===== src/rtl/packet_readout_sequencer.sv =====
// Reads one packet out of the receive buffer and forwards it as a first/last-marked byte stream.
// Define PACKET_READOUT_FAULT_FORWARD_EN to stream faulted packets with StreamError on the last byte.
module packet_readout_sequencer #(
    parameter int unsigned RD_LATENCY = 1,
    parameter int unsigned TRIM       = 1,
    parameter int unsigned CNT_W      = 16
) (
    input  logic             SysClock,
    input  logic             ResetN,
    input  logic             Enable,
    input  logic             PacketReady,
    input  logic             PacketFault,
    input  logic [11:0]      PacketSize,
    output logic [10:0]      BufAddress,
    input  logic [7:0]       BufData,
    output logic             ReadEna,
    output logic [7:0]       StreamData,
    output logic             StreamValid,
    input  logic             StreamReady,
    output logic             StreamFirst,
    output logic             StreamLast,
`ifdef PACKET_READOUT_FAULT_FORWARD_EN
    output logic             StreamError,
`endif
    output logic [CNT_W-1:0] PacketCount,
    output logic [CNT_W-1:0] FaultCount,
    output logic [CNT_W-1:0] DropCount,
    output logic             Busy
);

    localparam int unsigned Depth = RD_LATENCY + 2;
    localparam int unsigned PtrW  = $clog2(Depth);
    localparam int unsigned OccW  = $clog2(Depth + 1);
    localparam logic [PtrW-1:0] LastSlot = PtrW'(Depth - 1);
    localparam logic [11:0] TrimW = 12'(TRIM);
`ifdef PACKET_READOUT_FAULT_FORWARD_EN
    localparam bit FwdFaults = 1'b1;
`else
    localparam bit FwdFaults = 1'b0;
`endif

    typedef enum logic [2:0] {StIdle, StLoad, StRead, StDrain, StRelease, StHoldoff} seqState;

    seqState stateQ, stateD;
    logic [11:0] lenQ, lenD, ptrQ, ptrD, outIdxQ, outIdxD;
    logic faultQ, faultD;
    logic [RD_LATENCY-1:0] pipeQ, pipeD;
    logic [7:0] fifoMem [Depth];
    logic [PtrW-1:0] wrPtrQ, rdPtrQ;
    logic [OccW-1:0] countQ;
    logic [11:0] stored, lenCalc;
    logic [3:0] inFlight;
    logic issue, push, pop, faultInc, dropInc, packetInc;

    always_comb begin
        stored = PacketSize >> 1;
        if (stored > 12'd2048) stored = 12'd2048;
        lenCalc = (stored > TrimW) ? stored - TrimW : '0;
    end

    // Credit: reads in flight plus queued bytes never exceed the FIFO depth.
    always_comb begin
        inFlight = 4'(countQ);
        for (int i = 0; i < RD_LATENCY; i++) inFlight = inFlight + 4'(pipeQ[i]);
    end

    always_comb begin
        stateD   = stateQ;
        lenD     = lenQ;
        faultD   = faultQ;
        ptrD     = ptrQ;
        issue    = 1'b0;
        faultInc = 1'b0;
        dropInc  = 1'b0;
        case (stateQ)
            StIdle: if (Enable && (PacketReady || PacketFault)) stateD = StLoad;
            StLoad: begin
                lenD     = lenCalc;
                faultD   = PacketFault;
                ptrD     = '0;
                faultInc = PacketFault;
                if (lenCalc != '0 && (!PacketFault || FwdFaults)) begin
                    stateD = StRead;
                end else begin
                    dropInc = 1'b1;
                    stateD  = StRelease;
                end
            end
            StRead: begin
                if (inFlight < 4'(Depth)) begin
                    issue = 1'b1;
                    ptrD  = ptrQ + 12'd1;
                    if (ptrQ + 12'd1 == lenQ) stateD = StDrain;
                end
            end
            StDrain: if (pipeQ == '0 && countQ == '0) stateD = StRelease;
            StRelease: stateD = StHoldoff;
            StHoldoff: if (!PacketReady && !PacketFault) stateD = StIdle;
            default: stateD = StIdle;
        endcase
    end

    always_comb begin
        pipeD[0] = issue;
        for (int i = 1; i < RD_LATENCY; i++) pipeD[i] = pipeQ[i-1];
    end

    assign push        = pipeQ[RD_LATENCY-1];
    assign StreamValid = countQ != '0;
    assign pop         = StreamValid && StreamReady;
    assign StreamData  = StreamValid ? fifoMem[rdPtrQ] : 8'h00;
    assign StreamFirst = StreamValid && (outIdxQ == 12'd0);
    assign StreamLast  = StreamValid && (outIdxQ == lenQ - 12'd1);
`ifdef PACKET_READOUT_FAULT_FORWARD_EN
    assign StreamError = StreamLast && faultQ;
`endif
    assign packetInc   = pop && StreamLast && !faultQ;
    assign outIdxD     = (stateQ == StLoad) ? 12'd0 : (pop ? outIdxQ + 12'd1 : outIdxQ);
    assign BufAddress  = ptrQ[10:0];
    assign ReadEna     = stateQ == StRelease;
    assign Busy        = stateQ != StIdle;

    always_ff @(posedge SysClock or negedge ResetN) begin
        if (!ResetN) begin
            stateQ      <= StIdle;
            lenQ        <= '0;
            faultQ      <= 1'b0;
            ptrQ        <= '0;
            outIdxQ     <= '0;
            pipeQ       <= '0;
            wrPtrQ      <= '0;
            rdPtrQ      <= '0;
            countQ      <= '0;
            PacketCount <= '0;
            FaultCount  <= '0;
            DropCount   <= '0;
        end else begin
            stateQ  <= stateD;
            lenQ    <= lenD;
            faultQ  <= faultD;
            ptrQ    <= ptrD;
            outIdxQ <= outIdxD;
            pipeQ   <= pipeD;
            if (push) wrPtrQ <= (wrPtrQ == LastSlot) ? '0 : wrPtrQ + 1'b1;
            if (pop) rdPtrQ <= (rdPtrQ == LastSlot) ? '0 : rdPtrQ + 1'b1;
            if (push && !pop) countQ <= countQ + 1'b1;
            else if (!push && pop) countQ <= countQ - 1'b1;
            if (packetInc) PacketCount <= PacketCount + 1'b1;
            if (faultInc) FaultCount <= FaultCount + 1'b1;
            if (dropInc) DropCount <= DropCount + 1'b1;
        end
    end

    always_ff @(posedge SysClock) begin
        if (push) fifoMem[wrPtrQ] <= BufData;
    end

endmodule


===== config.mk =====
export PLATFORM = sky130hd
export DESIGN_NAME = packet_readout_sequencer
export DESIGN_NICKNAME = d
export VERILOG_FILES = /design/src/rtl/packet_readout_sequencer.sv
export SDC_FILE = /design/constraint.sdc
export NUM_CORES = 1
export LEC_CHECK = 0
export CAP_MARGIN = 15
export CORE_MARGIN = 2
export CORE_UTILIZATION = 42
export CTS_CLUSTER_SIZE = 20
export DETAILED_ROUTE_END_ITERATION = 16
export PLACE_DENSITY = 0.65
export SYNTH_ARGS = -nofsm -noshare
export SYNTH_HDL_FRONTEND = slang
export SYNTH_SLANG_ARGS = --single-unit

===== constraint.sdc =====
create_clock -name SysClock -period 9.1 [get_ports SysClock]
set_input_delay 1.82 -clock SysClock [delete_from_list [all_inputs] [get_ports SysClock]]
set_output_delay 1.82 -clock SysClock [all_outputs]
set_load 0.1 [all_outputs]

==> results of run 1 <==
[final cells by class]
class	instances	area (um2)	share of cell area
clock buffers	22	444.2	0.05520
clock inverters	10	152.6	0.01897
inverters	17	63.81	0.007930
multi-input cells	481	3072	0.3817
flip-flops and latches	119	3098	0.3850
well taps	188	235.2	0.02923
repair buffers	99	980.9	0.1219
[worst paths after layout]
check	to	startpoint	slack, ps	cells past startpoint
worst min-delay path	DropCount[15]	DropCount[15]	470	1
max in group asynchronous	DropCount[6]	ResetN	6560	2
worst min register to register	DropCount[15]	DropCount[15]	470	1
worst max register to register	PacketCount[1]	lenQ[0]	5420	8
min in group asynchronous	DropCount[10]	ResetN	1400	1
worst max-delay path	StreamLast	lenQ[0]	2480	7
[synthesized netlist by cell type (3+ instances only)]
library cell / number / share of area
buf_4: 11 / 0.013
nand2_1: 63 / 0.037
xor2_1: 24 / 0.033
mux2i_1: 10 / 0.016
a211oi_1: 6 / 0.0070
o31ai_1: 8 / 0.0093
clkbuf_1: 26 / 0.015
a21oi_1: 23 / 0.018
mux2_2: 4 / 0.0070
or4_1: 4 / 0.0047
or2_2: 5 / 0.0048
edfxtp_1: 24 / 0.11
ha_1: 12 / 0.023
nand3_1: 25 / 0.019
a31oi_1: 3 / 0.0029
inv_1: 16 / 0.0093
nor4_1: 7 / 0.0068
and3_1: 21 / 0.020
nand3_2: 6 / 0.0093
a21o_1: 6 / 0.0070
or3_1: 10 / 0.0097
o21ai_0: 24 / 0.019
dfrtp_1: 95 / 0.37
nand2b_1: 5 / 0.0048
nor2_1: 75 / 0.044
nand4_1: 19 / 0.018
nor3_1: 13 / 0.010
and2_1: 7 / 0.0068
xnor2_1: 66 / 0.090
nor3b_1: 3 / 0.0035
buf_2: 3 / 0.0023
[worst reg2reg max path: stages (launching register included)]
cell and delay [ps]:
dfrtp_1 460, inv_1 110, ha_1 230, or4b_2 670, a2111oi_0 550, o22ai_1 230
nor4_4 830, nand2_2 140, mux2_1 350
[power by group through the flow]
stage	combinational, mW	clock, mW	sequential (mW)
CTS	1.04	0.699	0.774
global route	1.11	0.727	0.791
floorplan	0.733	0	0.838
detailed placement	1.03	0	0.783
global placement	1.01	0	0.776
finish	1.04	0.687	0.775
[state kept, by name, indices dropped and copies added, names as in the netlist, 3 cells and up]
signal	count
DropCount	16
FaultCount	16
PacketCount	16
fifoMem	24
lenQ	12
outIdxQ	12
ptrQ	12
stateQ	3
[through the flow]
step | setup slack, ps | std cells
floorplan | 4683 | 659
detailed placement | 3041 | 904
CTS | 2491 | 936
finish | 2481 | 936
global placement | 3061 | 904
global route | 2272 | 936
[layer usage]
layer / wire [um] / GRT usage / vias to the layer above / part of all wire
li1: - / - / 2449 / -
met1: 6779 / 0.2476 / 2422 / 0.46
met2: 6948 / 0.3070 / 147 / 0.47
met3: 677 / 0.04758 / 24 / 0.046
met4: 252 / 0.06723 / 0 / 0.017
met5: 0 / 0 / - / 0
[cell families after synthesis]
| kind of cell | Yosys count |
|---|---|
| simple gates | 278 |
| flops | 119 |
| xor+xnor | 90 |
| compound gates | 86 |
| buf+inv | 59 |
| mux | 15 |
| fa+ha+maj | 12 |
[cells in the final DEF (no fill, tap or decap), types with 6 or more instances in the layout]
master / Yosys / final
edfxtp_1: 24 / 24
nor3_1: 13 / 13
inv_1: 16 / 16
xor2_1: 24 / 24
a211oi_1: 6 / 6
o21ai_0: 24 / 24
clkdlybuf4s50_1: 0 / 95
o31ai_1: 8 / 8
nand3_2: 6 / 6
nor2_1: 75 / 75
a21oi_1: 23 / 23
a21o_1: 6 / 6
nand4_1: 19 / 19
or3_1: 10 / 10
xnor2_1: 66 / 66
and3_1: 21 / 21
nand3_1: 25 / 25
dfrtp_1: 95 / 95
nor4_1: 7 / 7
ha_1: 12 / 12
mux2i_1: 10 / 10
nand2_1: 63 / 63
clkbuf_16: 0 / 17
and2_1: 7 / 7
==> impl_results.md, run 1 <==
- Util after Layout: 0.5333
- Seq/Total Area, Yosys: 0.4802
- Vias per cell: 5.387
- GPL Wtd Cong: 0.8329
- Cell variety after synth: a little under 60
- Fraction of layout instances using a drive strength above 1: 0.07620
- Vias in the first global route: around 4.9k
- Pleak: ~3.3 nW
- Core area: 15090 um2
- Most used DFF post-synth: dfrtp_1
- I/O pin count: 98
- Syn-to-layout area delta: 24.73%
- Die height: 127.9 um
- Adder-cell area share of the yosys netlist: 0.02327
- 1st-iter DRT viols: 318
- Period minus WS final: around 6600 ps
- Routed len/inst: 15.66 um
- TritonCTS clock tree: done
- CP Cell Sequence: inv_1, ha_1, or4b_2, a2111oi_0, o22ai_1, nor4_4, clkdlybuf4s50_1
- Mux cell area share after synthesis: 0.02424
- Filler Cell Count: 1375
- Synth Area in Simple Gates: 0.2228
- Root buffer cell: clkbuf_16
- RSZ-0062 raised after global routing: no
- Die extent in x: between 100 and 150 um
- Initial core utilization: 0.4275
- Pin count of the biggest net entering global routing: 52
- Yosys warning total: 0
- Synth Instances: around 660
- Post-Layout Inst Area: 8046 um2
- Worst EP arrival: 4800 ps
- Pwr dens: between 300 and 400 nW/um2
- Synthesized cell area: ~6500 um2
- Worst vdd ir: approximately 260 uV
- Max_cap viols: 0
- DR pass1 iterations: 5
- Status: complete, no violations
- Crit end category: output port
- NumNets Final: roughly 770
- Die ar.: approximately 16000 um2
- Switching Share: 0.4433
- Peak Freq: 151.1 MHz
- Flops & latches, synth: around 120
- CTS max path bufs: 2
- Count of input and output buffers: 96
- Share of total power in the clock network: 0.275
- Hold Vio Cnt, Final: 0
- CTS buffer count: 17
- Xor and xnor area share after synthesis: 0.1222
- Total power: 2.499 mW
- Post-CTS resize count: 0
- Critical Path Fanout Max: 16
- DR vias: 5042
- Postcts setup bufs: 0
- Switch Pwr: 1.108 mW
- Worst hold path type: reg2reg
- Mapped Avg Cell Area: 9.789 um2
- EDFF count, synth: 24
- GRT Total Usage: 0.1894
- CP Class: reg2out
- Worst-skew pair later-pin latency: 420 ps
- Startpoint Class: register
- Hold Buf Count CTS: 0
- First-pass GRT wire length: 24.47 mm
- Async SR Flop Fraction: 0.7983
- Compound-Gate Fraction of Synth Area: 0.08359
- Global route overflow: 0
- H-tree lvl count: 4
- Share of total power in combinational logic: 0.415
- Final setup TNS: 0 ps
- Post-DRT Antenna Nets: 0
- Ant. Diodes: 0
- DP HPWL: 10.10 mm
- Worst Tran Pin Value: 1053 ps
- Delay-heaviest family, CP: simple AND/OR/NAND/NOR gates
- Final Setup Violations: 0
- DR DRC count: 0
- Req. time, crit path: between 7000 and 8000 ps
- Seq pwr share: 0.310
- CP bufs+invs: 2
- Dpl cell area: around 7400 um2
- Site Rows: 45
- CP max stage cell: clkdlybuf4s50_1
- WHS: 473.9 ps
- Worst Clk Skew: 8.563 ps
- Initial antenna violation count: 0
- Period utilization: 0.7274
- # clock sinks: 119
- Largest family of logic cells by synthesized area: simple AND/OR/NAND/NOR gates
- Synthesized net count: 697
- Slowest cell delay on critical path: between 1000 and 1500 ps
- Post-Route WL: 14.66 mm
- Internal: 1.391 mW
- Max transition margin: 0.2930
- Worst-path clk slew: ~50 ps
- Max Slew Vio Count: 0
No activity file was read; power rests on OpenSTA's default activity.
==> run 2, diff against run 1 <==
Clock period 9.1 ns to 6.5 ns, I/O delays scaled along.
==> impl_results.md, run 2 (synthesis results as in run 1) <==
- Critical Path Fanout Max: 16 (unchanged)
- Pwr dens: 428.9 nW/um2 (+38%)
- Period minus WS final: between 5000 and 6000 ps
- Core area: 15090 um2 (unchanged)
- First-pass GRT wire length: 23.85 mm (-2.5%)
- Site Rows: 45 (unchanged)
- Pre-CTS setup slack: 1841 ps (-1200 ps)
- Reg2reg end: PacketCount[1]
- Fraction of layout instances using a drive strength above 1: 0.07507 (-0.001136)
- Global route overflow: 0 (unchanged)
- Status: complete, no violations
- Worst-path clk slew: 50 ps (about the same)
- DR vias: 5021 (-0.42%)
- Post-Route WL: 14.36 mm (-2.1%)
- Die height: 127.9 um (unchanged)
- Hold Vio Cnt, Final: 0 (unchanged)
- Crit end category: output port
- R2r setup slk: 3020 ps (-2400 ps)
- NumNets Final: 773 (unchanged)
- Seq pwr share: 0.317 (+0.007)
- Peak Freq: a little under 200 MHz
- Pleak: 3.305 nW (-0.18%)
- Share of total power in the clock network: 0.264 (-0.011)
- Non-Filler Instances: 934 (-0.21%)
- DR pass1 iterations: 5 (unchanged)
- Hold path endpoint: DropCount[15]
- Filler Cell Count: 1337 (-2.8%)
- Share of total power in combinational logic: 0.419 (+0.004)
- Setup WS post-layout: 1466 ps (-1016 ps)
- WHS: 471.0 ps (-2.862 ps)
- Util after Layout: 0.5318 (-0.001409)
- Initial core utilization: 0.4275 (unchanged)
- Largest register FFs: 24 (unchanged)
- Count of input and output buffers: 96 (unchanged)
- Depth of the worst hold-timing path: 1 (unchanged)
- Die ar.: 16370 um2 (unchanged)
- Switching Share: 0.4421 (-0.001202)
- Max Slew Vio Count: 0 (unchanged)
- Switch Pwr: 1.522 mW (+37%)
- Final setup TNS: 0 ps (unchanged)
- Routed len/inst: 15.37 um (-1.9%)
- Period utilization: 0.7745
- CP max stage cell: nor4_4
- Worst hold path type: reg2reg
- GPL Wtd Cong: 0.8455 (+1.5%)
- Postcts setup bufs: 0 (unchanged)
- Hold Buf Count CTS: 0 (unchanged)
- Root buffer cell: clkbuf_16
- TritonCTS clock tree: done
- CP Class: reg2out
- Leading cell type in the layout, fill and taps excluded: dfrtp_1
- Startpoint Class: register
- Post-Layout Inst Area: 8025 um2 (-0.26%)
- DP HPWL: 10.11 mm (+0.15%)
- Worst-skew pair later-pin latency: 410 ps (about the same)
- Dpl cell area: 7447 um2 (about the same)
- R2R depth: 9 (+1)
- Largest Register: fifoMem
- # clock sinks: 119 (unchanged)
- Final Setup Violations: 0 (unchanged)
- Req. time, crit path: 5200 ps (-2080 ps)
- Worst vdd ir: 349.5 uV (+35%)
- Die extent in x: 127.9 um (unchanged)
- Post-CTS resize count: 0 (unchanged)
- Post-DRT Antenna Nets: 0 (unchanged)
- RSZ-0062 raised after global routing: no
- Max transition margin: 0.3128 (+0.01979)
- DR DRC count: 0 (unchanged)
- Internal: 1.920 mW (+38%)
- Vias in the first global route: 4887 (-1.0%)
- Worst r2r src: lenQ[0]
- Worst EP arrival: 3730 ps (-1070 ps)
- Most frequent cells in the layout: dfrtp_1, clkdlybuf4s50_1, nor2_1
- Placed cell count: 904 (unchanged)
- Initial antenna violation count: 0 (unchanged)
- I/O pin count: 98 (unchanged)
- Total power: 3.442 mW (+38%)
- Syn-to-layout area delta: 24.40%
- CTS max path bufs: 2 (unchanged)
- Slowest cell delay on critical path: 910 ps (-400 ps)
- Vias per cell: 5.376 (-0.20%)
- CTS buffer count: 17 (unchanged)
- Worst Tran Pin Value: 1023 ps (-29.46 ps)
- 1st-iter DRT viols: 306 (-3.8%)
- GRT Total Usage: 0.1839 (-0.005496)
- Ant. Diodes: 0 (unchanged)
- Max_cap viols: 0 (unchanged)
- CP Cell Sequence: inv_1, ha_1, or4b_2, nor4_1, xnor2_1, nand4_1, nor4_4, buf_4
- H-tree lvl count: 4 (unchanged)
- Worst Clk Skew: 14.14 ps (+5.577 ps)
- Hold Path Origin: DropCount[15]
- Pin count of the biggest net entering global routing: 62 (+19%)
[run 2: how the worst max path moves through the flow]
stage / start / to
2_1_floorplan: lenQ[0] / StreamLast
3_3_place_gp: lenQ[0] / StreamLast
3_5_place_dp: lenQ[0] / StreamLast
4_1_cts: lenQ[0] / StreamLast
5_1_grt: lenQ[0] / StreamLast
6_report: lenQ[0] / StreamLast
[run 2: cell type report]
class                           count  area [um2]  share of cell area
Sequential cell                   119        3098              0.3860
Clock inverter                      3       65.06            0.008107
Inverter                           17       63.81            0.007951
Timing Repair Buffer               99       978.4              0.1219
Clock buffer                       27       513.0             0.06392
Tap cell                          188       235.2             0.02931
Multi-Input combinational cell    481        3072              0.3828
[run 2: per-layer routing]
layer  up-vias  track usage  wire length, um
met5         -            0                0
met4         0      0.05818              146
met3        12      0.04800              693
met2       134       0.3007             6820
met1      2434       0.2401             6695
li1       2441            -                -
[run 2: worst max-delay path, delay by kind of cell, from the launching register on]
kind / cells / cell delay, ps
xor gates and xnor gates: 1 / 170
and+or+nand+nor: 4 / 1950
buffers and inverters: 2 / 540
DFF: 1 / 450
adders and majority gates: 1 / 210
[run 2: power groups by stage]
stage,sequential [mW],combinational [mW],clock [mW]
2_1_floorplan,1.17,1.03,0
3_3_place_gp,1.09,1.41,0
3_5_place_dp,1.10,1.44,0
4_1_cts,1.09,1.45,0.935
5_1_grt,1.11,1.55,0.968
6_report,1.09,1.44,0.910
